===== src/rtl/probe_pkg.sv =====
// Shared encodings for the probe receiver: packet flag values, FSM states,
// status bit positions and a small saturating-increment helper.
package probe_pkg;

    localparam logic [1:0] FLAG_NONE    = 2'd0;
    localparam logic [1:0] FLAG_SMALL   = 2'd1;
    localparam logic [1:0] FLAG_ILLEGAL = 2'd2;
    localparam logic [1:0] FLAG_REG     = 2'd3;

    typedef enum logic [1:0] {
        IDLE       = 2'd0,
        WAIT_FIRST = 2'd1,
        RX         = 2'd2
    } probeStateT;

    localparam int ST_TIMEOUT = 0;
    localparam int ST_IPD     = 1;
    localparam int ST_MIXED   = 2;
    localparam int ST_ILLEGAL = 3;

    // 8-bit increment that sticks at 255 instead of wrapping
    function automatic logic [7:0] satInc8(input logic [7:0] value);
        return (value == 8'hFF) ? value : value + 8'd1;
    endfunction

endpackage


===== src/rtl/probe_ipd_counter.sv =====
// Idle/IPD cycle counter for the probe receiver. Counts cycles since the
// last accepted packet (or since start), saturating at all-ones, and
// provides the timeout compare plus the expected-IPD tolerance check.
module probe_ipd_counter #(
    parameter int unsigned IPD_TOL = 2,
    parameter int unsigned TIMEOUT = 255
) (
    input  logic        clk,
    input  logic        rst_n,
    input  logic        clear,
    input  logic        enable,
    input  logic [31:0] expInterval,
    output logic [31:0] count,
    output logic [31:0] ipd,
    output logic        timedOut,
    output logic        ipdOutside
);

    localparam logic [32:0] TOL33 = 33'(IPD_TOL);
    localparam logic [32:0] MAX32 = {1'b0, 32'hFFFF_FFFF};

    logic [32:0] center;
    logic [32:0] lowBound;
    logic [32:0] highRaw;
    logic [32:0] highBound;

    // Count cycles while armed; a clear lands the count at zero for the next cycle
    always_ff @(posedge clk or negedge rst_n) begin
        if (!rst_n) begin
            count <= 32'd0;
        end else if (clear) begin
            count <= 32'd0;
        end else if (enable && (count != 32'hFFFF_FFFF)) begin
            count <= count + 32'd1;
        end
    end

    // The event cycle itself closes the interval, so the IPD is one more than the count
    assign ipd      = (count == 32'hFFFF_FFFF) ? count : count + 32'd1;
    assign timedOut = (count > TIMEOUT);

    // Tolerance window around I+1, evaluated in 33 bits and clamped to the 32-bit range
    always_comb begin
        center     = {1'b0, expInterval} + 33'd1;
        lowBound   = (center > TOL33) ? (center - TOL33) : 33'd0;
        highRaw    = center + TOL33;
        highBound  = (highRaw > MAX32) ? MAX32 : highRaw;
        ipdOutside = ({1'b0, ipd} < lowBound) || ({1'b0, ipd} > highBound);
    end

endmodule


===== src/rtl/probe_receiver.sv =====
// Receive-side monitor for the probe packet stream. Detects packets as
// flag rising events, tracks one armed session, gathers per-type counts
// and IPD statistics, and raises done with sticky status bits when the
// probe completes or times out.
module probe_receiver
    import probe_pkg::*;
#(
    parameter int unsigned PKT_NUMBER = 4,
    parameter int unsigned IPD_TOL    = 2,
    parameter int unsigned TIMEOUT    = 255
) (
    input  logic        clk,
    input  logic        rst_n,
    input  logic        start,
    input  logic [31:0] exp_interval,
    input  logic [1:0]  session_id,
    input  logic [1:0]  pkt_flag,
    output logic        busy,
    output logic        done,
    output logic [3:0]  status,
    output logic [7:0]  small_cnt,
    output logic [7:0]  reg_cnt,
    output logic [31:0] ipd_min,
    output logic [31:0] ipd_max,
    output logic [31:0] last_ipd,
    output logic [7:0]  stray_cnt
);

    probeStateT  state;
    logic [1:0]  prevFlag;
    logic [1:0]  session;
    logic [31:0] expInterval;
    logic [1:0]  refType;
    logic [31:0] pktTotal;

    logic        flagEvent;
    logic        armed;
    logic        matchEvent;
    logic        legalMatch;
    logic        counterClear;
    logic [31:0] ipdCount;
    logic [31:0] ipdValue;
    logic        timedOut;
    logic        ipdOutside;

    assign armed        = (state != IDLE);
    assign busy         = armed;
    assign flagEvent    = (pkt_flag != FLAG_NONE) && (prevFlag == FLAG_NONE);
    assign matchEvent   = flagEvent && armed && (session_id == session);
    assign legalMatch   = matchEvent && (pkt_flag != FLAG_ILLEGAL);
    assign counterClear = start || legalMatch;

    probe_ipd_counter #(
        .IPD_TOL (IPD_TOL),
        .TIMEOUT (TIMEOUT)
    ) ipdCounter (
        .clk         (clk),
        .rst_n       (rst_n),
        .clear       (counterClear),
        .enable      (armed),
        .expInterval (expInterval),
        .count       (ipdCount),
        .ipd         (ipdValue),
        .timedOut    (timedOut),
        .ipdOutside  (ipdOutside)
    );

    // Probe FSM: arming, packet accounting, IPD statistics and the done/status verdict
    always_ff @(posedge clk or negedge rst_n) begin
        if (!rst_n) begin
            state       <= IDLE;
            prevFlag    <= FLAG_NONE;
            session     <= 2'd0;
            expInterval <= 32'd0;
            refType     <= FLAG_NONE;
            pktTotal    <= 32'd0;
            done        <= 1'b0;
            status      <= 4'd0;
            small_cnt   <= 8'd0;
            reg_cnt     <= 8'd0;
            ipd_min     <= 32'hFFFF_FFFF;
            ipd_max     <= 32'd0;
            last_ipd    <= 32'd0;
            stray_cnt   <= 8'd0;
        end else begin
            done     <= 1'b0;
            prevFlag <= pkt_flag;
            if (start) begin
                state       <= WAIT_FIRST;
                session     <= session_id;
                expInterval <= exp_interval;
                refType     <= FLAG_NONE;
                pktTotal    <= 32'd0;
                status      <= 4'd0;
                small_cnt   <= 8'd0;
                reg_cnt     <= 8'd0;
                ipd_min     <= 32'hFFFF_FFFF;
                ipd_max     <= 32'd0;
                last_ipd    <= 32'd0;
            end else begin
                if (flagEvent && !matchEvent) begin
                    stray_cnt <= satInc8(stray_cnt);
                end
                if (matchEvent && (pkt_flag == FLAG_ILLEGAL)) begin
                    status[ST_ILLEGAL] <= 1'b1;
                end
                if (armed) begin
                    if (legalMatch) begin
                        if (pkt_flag == FLAG_SMALL) begin
                            small_cnt <= satInc8(small_cnt);
                        end else begin
                            reg_cnt <= satInc8(reg_cnt);
                        end
                        pktTotal <= pktTotal + 32'd1;
                        if (state == WAIT_FIRST) begin
                            refType <= pkt_flag;
                        end else begin
                            last_ipd <= ipdValue;
                            if (ipdValue < ipd_min) begin
                                ipd_min <= ipdValue;
                            end
                            if (ipdValue > ipd_max) begin
                                ipd_max <= ipdValue;
                            end
                            if (ipdOutside) begin
                                status[ST_IPD] <= 1'b1;
                            end
                            if (pkt_flag != refType) begin
                                status[ST_MIXED] <= 1'b1;
                            end
                        end
                        if ((pktTotal + 32'd1) >= 32'(PKT_NUMBER)) begin
                            state <= IDLE;
                            done  <= 1'b1;
                        end else begin
                            state <= RX;
                        end
                    end else if (timedOut) begin
                        status[ST_TIMEOUT] <= 1'b1;
                        state              <= IDLE;
                        done               <= 1'b1;
                    end
                end
            end
        end
    end

endmodule


===== config.mk =====
export PLATFORM = sky130hd
export DESIGN_NAME = probe_receiver
export DESIGN_NICKNAME = d
export VERILOG_FILES = /design/src/rtl/probe_pkg.sv /design/src/rtl/probe_ipd_counter.sv /design/src/rtl/probe_receiver.sv
export SDC_FILE = /design/constraint.sdc
export NUM_CORES = 1
export LEC_CHECK = 0
export CORE_UTILIZATION = 45
export CTS_CLUSTER_SIZE = 10
export DETAILED_ROUTE_END_ITERATION = 12
export GPL_ROUTABILITY_DRIVEN = 1
export MAX_ROUTING_LAYER = met4
export PLACE_DENSITY = 0.71
export SETUP_SLACK_MARGIN = 0.2
export SLEW_MARGIN = 20
export SYNTH_ARGS = -nofsm -noshare
export SYNTH_HDL_FRONTEND = slang
export SYNTH_SLANG_ARGS = --single-unit
export TNS_END_PERCENT = 1

===== constraint.sdc =====
create_clock -name clk -period 6.4 [get_ports clk]
set_input_delay 0.96 -clock clk [delete_from_list [all_inputs] [get_ports clk]]
set_output_delay 0.96 -clock clk [all_outputs]
set_load 0.1 [all_outputs]

==> results.md <==
- Grt total ovfl: 0
- Gr usage total: between 20 and 30%
- R2r setup slk: between 0.5 and 0.6 ns
- TritonCTS clock tree: built
- Largest net degree at the start of global routing: 150
- Top-area cell type share of the netlist area: 29.3%
- Buffers on Ports: around 160
- Share of the yosys chip area belonging to registers: around 34%
- Number of synthesized register bits: about 230
- Top cells by area, synth: dfrtp_1 (29%), ha_1 (10%), nor2_1 (5.5%)
- DRC Markers: 0
- Routability cong.: 0.972
- Initial DRC count: approximately 1,100
- Fmax: 172 MHz
- Status: finished clean
- Drt pass-1 iters: 5
- Worst VDD drop: around 0.00035 V
- H-tree levels: 1
- Internal power: roughly 2.8 mW
- Comb power frac: between 20% and 30%
- Final core utilization: 54.5%
- Routed vias: 15,542
- Layout cells sized above 1: ~8.4%
- Reg2reg end: status[1]
- CP Cell Sequence: ha_1 -> and4_1 -> nand2_1 -> or4_1 -> or3_1 -> a2111oi_1 -> nand4b_1 -> nand4bb_1 -> or4_1 -> nor4b_2 -> nor3_1 -> ha_1 -> a21oi_1 -> nor2b_1 -> o21ai_0 -> a21oi_1 -> o31ai_1 -> a21oi_1 -> o31ai_1 -> a21oi_1 -> a211oi_1 -> o21ai_0
- Die Height: approximately 200 um
- Syn Area/Cell: between 8 and 9 um2
- Post-Synthesis Cells: approximately 2,000
- Root Buffer: clkbuf_16
- Cell Count, Final, Fillers Out: 2,650
- Yosys top cell by area: dfrtp_1
- Tightest Pin Transition: about 1.1 ns
- Hold Path Class: primary input to async pin
- HPWL after detailed placement: 38,100 um
- Crit-path max FO: 9
- Antenna diode count: 0
- Most used DFF post-synth: dfrtp_1
- NetSw: ~1.6 mW
- DR WL/cell: about 20 um
- Net Count, Synth: 2,193
- Period utilization: 90.8%
- Final ANT Viol Nets: 0
- Number of global-route vias before repair: 15,139
- DR vias/cell: about 5.9
- Clock Tree Buf Depth: 3
- WS Path Type: flop to flop
- Ports: 165
- Area of the core: around 0.037 mm2
- Ys Warns: 0
- Antenna violations before repair: 0
- Crit path depth: 22
- Die width: 195 um
- Commonest non-fill, non-tap cell in the layout: nor2_1
- Worst R2R Path Depth: 22
- Worst-path clk slew: roughly 0.060 ns
- Worst flop-to-flop path startpoint: expInterval[1]
- Row count: 70
- CTS buffer count: 29
- Final Critical Period: between 5 and 6 ns
- Crit path buf inv count: 0
- Type of origin of the critical path: flop
- Critical Path RT: 6.86 ns
- Sw Share: 37.0%
- Synth async-reset ratio: 100%
- Slew HR: between 20% and 30%
- RSZ-0062 raised after global routing: no
- Number of placed cells counting well taps: 2,591
- Synthesized cell area: 0.0168 mm2
- Crit-path leading delay family: simple AND/OR/NAND/NOR gates
- Initial Util: a little under half
- Clock skew: approximately 0.023 ns
- Worst stage delay on the critical path: 0.52 ns
- Syn-to-layout area delta: 18.8%
- Lkg Pwr: 8.83 nW
- First-pass GRT wire length: slightly above 80,000 um
- Total Neg Setup Slack: 0 ns
- Sequential Power Share: between 30% and 40%
- Drt total wl: 52,000 um
- CP most frequent cell: a21oi_1
- PwrDens: 222 mW/mm2
- Critical-path top delay cell: or4_1
- Worst-skew pair later-pin latency: around 0.59 ns
- Clock power share: about a third
- Hold_buf cts: 0
- Fin nets: about 2,300
- Number of synthesized flops with an enable pin: 0
- Final setup fails: 0
- Final Hold Vio Count: 0
- Max-Cap Viols: 0
- Fin. max-slew vios: 0
- Yosys cell types: 77
- Die ar.: 0.0382 mm2
- Worst hold slack: between 0.3 and 0.4 ns
- Commonest cells after routing, fill and taps aside: nor2_1 (245), nand2_1 (201), dfrtp_1 (195), clkdlybuf4s50_1 (162), ha_1 (138)
- Clock sinks: around 230
- Critical Path Sink Type: flop
- CP arrival: approximately 6.3 ns
==> synth_stat cells, types with 22 or more instances <==
master,number
a21oi_1,81
inv_1,91
xor2_1,68
nand2_1,202
dfrtp_1,197
nand3_1,76
a31oi_1,45
or3_1,26
xnor2_1,99
mux2_2,31
nor2_1,247
clkbuf_1,88
a21o_1,44
nor4_1,22
ha_1,138
and3_1,25
nor3_1,102
a311oi_1,29
dfstp_2,32
nand4_1,71
o21ai_0,96
==> logic make-up (layout without fill, tap and decap cells) <==
logic type	Yosys count	in the layout	synth area share, %
AO/OA/AOI/OAI	377	377	14.4
XOR/XNOR	167	167	8.69
adder cells (fa/ha/maj)	138	138	10.3
buffers and inverters	198	364	4.56
flip-flops	229	229	34.3
multiplexers	43	43	2.79
AND/OR/NAND/NOR	864	864	25.0
==> layout make-up <==
type	count	area (um2)
inverter	92	345
sequential	229	5770
clock inverter	4	41.3
clock buffer	50	825
fill	3374	16700
timing repair buffer	218	2080
multi-input combinational	1589	10300
tap	468	586
==> worst max path at each step <==
stage	start	end
3_3_place_gp	expInterval[3]	status[1]
6_report	expInterval[1]	status[1]
5_1_grt	expInterval[1]	status[1]
4_1_cts	expInterval[3]	status[1]
3_5_place_dp	expInterval[3]	status[1]
2_1_floorplan	expInterval[0]	status[1]
==> timing repair <==
action,4_1_cts,5_1_grt
gates resized for setup,0,8
buffers inserted,0,5
endpoints found under the setup margin,0,1
==> per-stage QoR <==
| stage | area (um2) | setup WS (ns) | power, mW |
|---|---|---|---|
| finish | 20000 | 0.588 | 4.44 |
| global route | 20000 | 0.196 | 4.64 |
| CTS | 19900 | 0.459 | 4.48 |
| detailed placement | 19100 | 0.488 | 2.93 |
| global placement | 19100 | 0.621 | 2.92 |
| floorplan | 16800 | 1.05 | 2.56 |
==> sequential cells by signal (all words and copies together) (netlist names) <==
signal and flops:
pktTotal 32, reg_cnt 8, session 2, ipd_max 32
expInterval 32, state 2, done 1, ipdCounter.count 32
stray_cnt 8, ipd_min 32, status 4, refType 2
prevFlag 2, small_cnt 8, last_ipd 32
==> power groups by stage <==
stage                     logic [mW]  registers [mW]  clock network [mW]
after global routing            1.37            1.66                1.61
after CTS                       1.27            1.65                1.56
final                           1.28            1.65                1.52
after detailed placement        1.26            1.67                   0
after global placement          1.25            1.67                   0
after floorplan                0.544            2.02                   0
==> routing by layer <==
metal / share of wire, % / GRT usage [%] / vias to the layer above
li1: - / - / 7491
met1: 43 / 35.4 / 7498
met2: 48 / 45.9 / 452
met3: 4.9 / 3.35 / 101
met4: 3.6 / 9.77 / 0
met5: 0 / - / -
(Power assumes the default switching activity.)
==> patch (config.mk and constraints unchanged) <==
`TIMEOUT` is set to 255 in 2 places; all go to 127.
--- a/src/rtl/probe_ipd_counter.sv
+++ b/src/rtl/probe_ipd_counter.sv
@@ -3,7 +3,7 @@
 // provides the timeout compare plus the expected-IPD tolerance check.
 module probe_ipd_counter #(
     parameter int unsigned IPD_TOL = 2,
-    parameter int unsigned TIMEOUT = 255
+    parameter int unsigned TIMEOUT = 127
 ) (
     input  logic        clk,
     input  logic        rst_n,
--- a/src/rtl/probe_receiver.sv
+++ b/src/rtl/probe_receiver.sv
@@ -7,7 +7,7 @@
 #(
     parameter int unsigned PKT_NUMBER = 4,
     parameter int unsigned IPD_TOL    = 2,
-    parameter int unsigned TIMEOUT    = 255
+    parameter int unsigned TIMEOUT    = 127
 ) (
     input  logic        clk,
     input  logic        rst_n,
Function: no difference found for any inputs over 4 cycles, from zero or initial values and one cycle with rst_n low; that may be too few to reach the edited logic, so the function may still have changed.
==> patch against the unedited design <==
  * Die area rose by 1.9%
  * Clock skew shrank 0.0062 ns
  * Worst setup slack got worse by 0.024 ns
  * Via count is 1.5% higher
  * Synthesized area increased by 2.0%
  * Design area grew 1.0%
  * Global-route usage down 0.56 points
  * Sequential cell count did not move
  * First-iteration DRC count up 20%
  * Routed wire length down 1.9%
  * Total power decreased by 8.1%
  * Critical endpoint unchanged
==> patch: results (changes against the unedited design) <==
fin_skew_ns: 0.0169  # -0.00619 ns
worst_ir_drop_vdd_uv: 261  # -25%
io_buffers: 164  # unchanged
r2r_end: "status[1]"
clockRootBuffer: "clkbuf_16"
synthArstFlopShare_pct: 100  # unchanged
h-tree-depth: 1  # unchanged
slowest_stage: "xor2_1"
hp-class: "in2async"
path_max_fanout: 12  # +3
ys_types: 92  # +19%
firstDrtPassIters: 5  # unchanged
drtIter0Drc: 1313  # +20%
yosys.area_share.adder_pct: 10.1  # -0.20 points
gr-usage-all-layers_pct: 27.3  # -0.56 points
antenna_cells: 0  # unchanged
slew_headroom_pct: 30.3  # +6.5 points
antenna_found_initial: 0  # unchanged
dp_hpwl_mm: 37.5  # -1.5%
cts.clk_slew.worst_paths_ns: 0.06  # about the same
yosysWarningCount: 0  # unchanged
post_route_cells_drive_above_1_share_pct: 10.8  # +2.4 points
synth_compound_area_share_pct: 14.9  # +0.46 points
p_leak_nw: 8.92  # +0.95%
synth_mux_area_share_pct: 2.27  # -0.52 points
rr_worst_depth: 22  # unchanged
ctsLongestPathBuffers: 3  # unchanged
regToRegSetupSlack_ns: 0.56  # -0.02 ns
yosysSeqAreaShare_pct: 33.6  # -0.66 points
status: "finished, final reports clean"
fin_nets: 2323  # -0.56%
synthesis.nets: 2187  # -0.27%
synth_xor_xnor_area_share_pct: 8.00  # -0.69 points
drt_wl_total_mm: 51.0  # -1.9%
grt_pass1_wl_mm: 82.6  # -0.29%
crit_path_max_incr_delay_ns: 0.64  # +0.12 ns
grt_pass1_vias: 15298  # +1.1%
vias: 15768  # +1.5%
grt_max_degree: 106  # -29%
gp_congestion: 0.991  # +1.9%
cts_buffers: 27  # -6.9%
holdWs_ns: 0.438  # +0.0808 ns
dpl_cell_area_sq_um: 19400  # +1.7%
synth_common_cells: "nor2_1 (214), dfrtp_1 (197), nand2_1 (183)"
insertion_delay_ns: 0.58
cp.arrival_ns: 6.26  # about the same
synth-main-ff-cell: "dfrtp_1"
yosys-top-cells-area: "dfrtp_1 (29%), ha_1 (10%), dfstp_2 (4.9%)"
r2r_start: "expInterval[1]"
## patch: cell count changes after synthesis, moves of 19 or more
cell,change
nor3_1,-38
o211ai_1,+22
nor3_2,+30
nand3_1,+19
nor2_1,-33
a311oi_1,-27
a21oi_1,+34
nand2_1,-19
clkbuf_1,-21
xnor2_1,-19
## patch: repair_timing
item	CTS	global route
endpoints found under the setup margin	0	1
gates resized for setup	0	5
hold buffers	0	0
setup buffers	0	0
## patch: routing by layer
| layer | part of all wire (%) | track usage (%) | wire length [um] | up-vias |
|---|---|---|---|---|
| met5 | 0 | - | 0 | - |
| met3 | 7.1 | 3.84 | 3630 | 108 |
| met1 | 45 | 36.4 | 22900 | 7578 |
| met4 | 3.3 | 9.59 | 1670 | 0 |
| li1 | - | - | - | 7484 |
| met2 | 45 | 42.5 | 22800 | 598 |
## patch: worst max path at each step
| stage | startpoint | to | cells after the start |
|---|---|---|---|
| 2_1_floorplan | expInterval[0] | status[1] | 22 |
| 6_report | expInterval[1] | status[1] | 22 |
| 5_1_grt | expInterval[1] | status[1] | 22 |
| 4_1_cts | expInterval[1] | status[1] | 22 |
| 3_3_place_gp | expInterval[1] | status[1] | 22 |
| 3_5_place_dp | expInterval[1] | status[1] | 22 |
## patch: cells by family (layout without fill, tap and decap cells)
kind of cell | after synthesis | count (layout)
and+or+nand+nor | 848 | 848
adders and majority gates | 138 | 138
buffers and inverters | 200 | 351
DFF | 229 | 229
muxes | 35 | 35
AOI/OAI and AO/OA | 407 | 407
xor gates and xnor gates | 153 | 153
## patch: area by class of cell
class | count | area [sq um]
fillers | 3461 | 17400
multi-input cells | 1581 | 10600
flip-flops and latches | 229 | 5770
repair buffers | 219 | 2090
clock buffers | 42 | 752
well taps | 511 | 639
inverters | 88 | 330
clock inverters | 2 | 25.0
## patch: where the power goes
part / switching [mW] / leakage, nW / internal (mW)
registers: 0.0842 / 3.00 / 1.52
logic: 0.716 / 5.55 / 0.331
clock network: 0.634 / 0.376 / 0.800
## patch: worst max-delay path, delay by kind of cell, from the launching register on
kind,cells,cell delay (ns)
and+or+nand+nor,8,1.85
AOI/OAI and AO/OA,11,1.96
xor gates and xnor gates,1,0.64
DFF,1,0.54
adders and majority gates,2,0.70
## patch: per-stage QoR
step / utilization (%) / cells / setup WS, ns
after floorplan: - / 2010 / 1.46
after global routing: 53.8 / 2672 / 0.201
after CTS: 53.7 / 2672 / 0.382
after detailed placement: 51.6 / 2628 / 0.387
final: 53.8 / 2672 / 0.564
after global placement: 51.6 / 2628 / 0.546
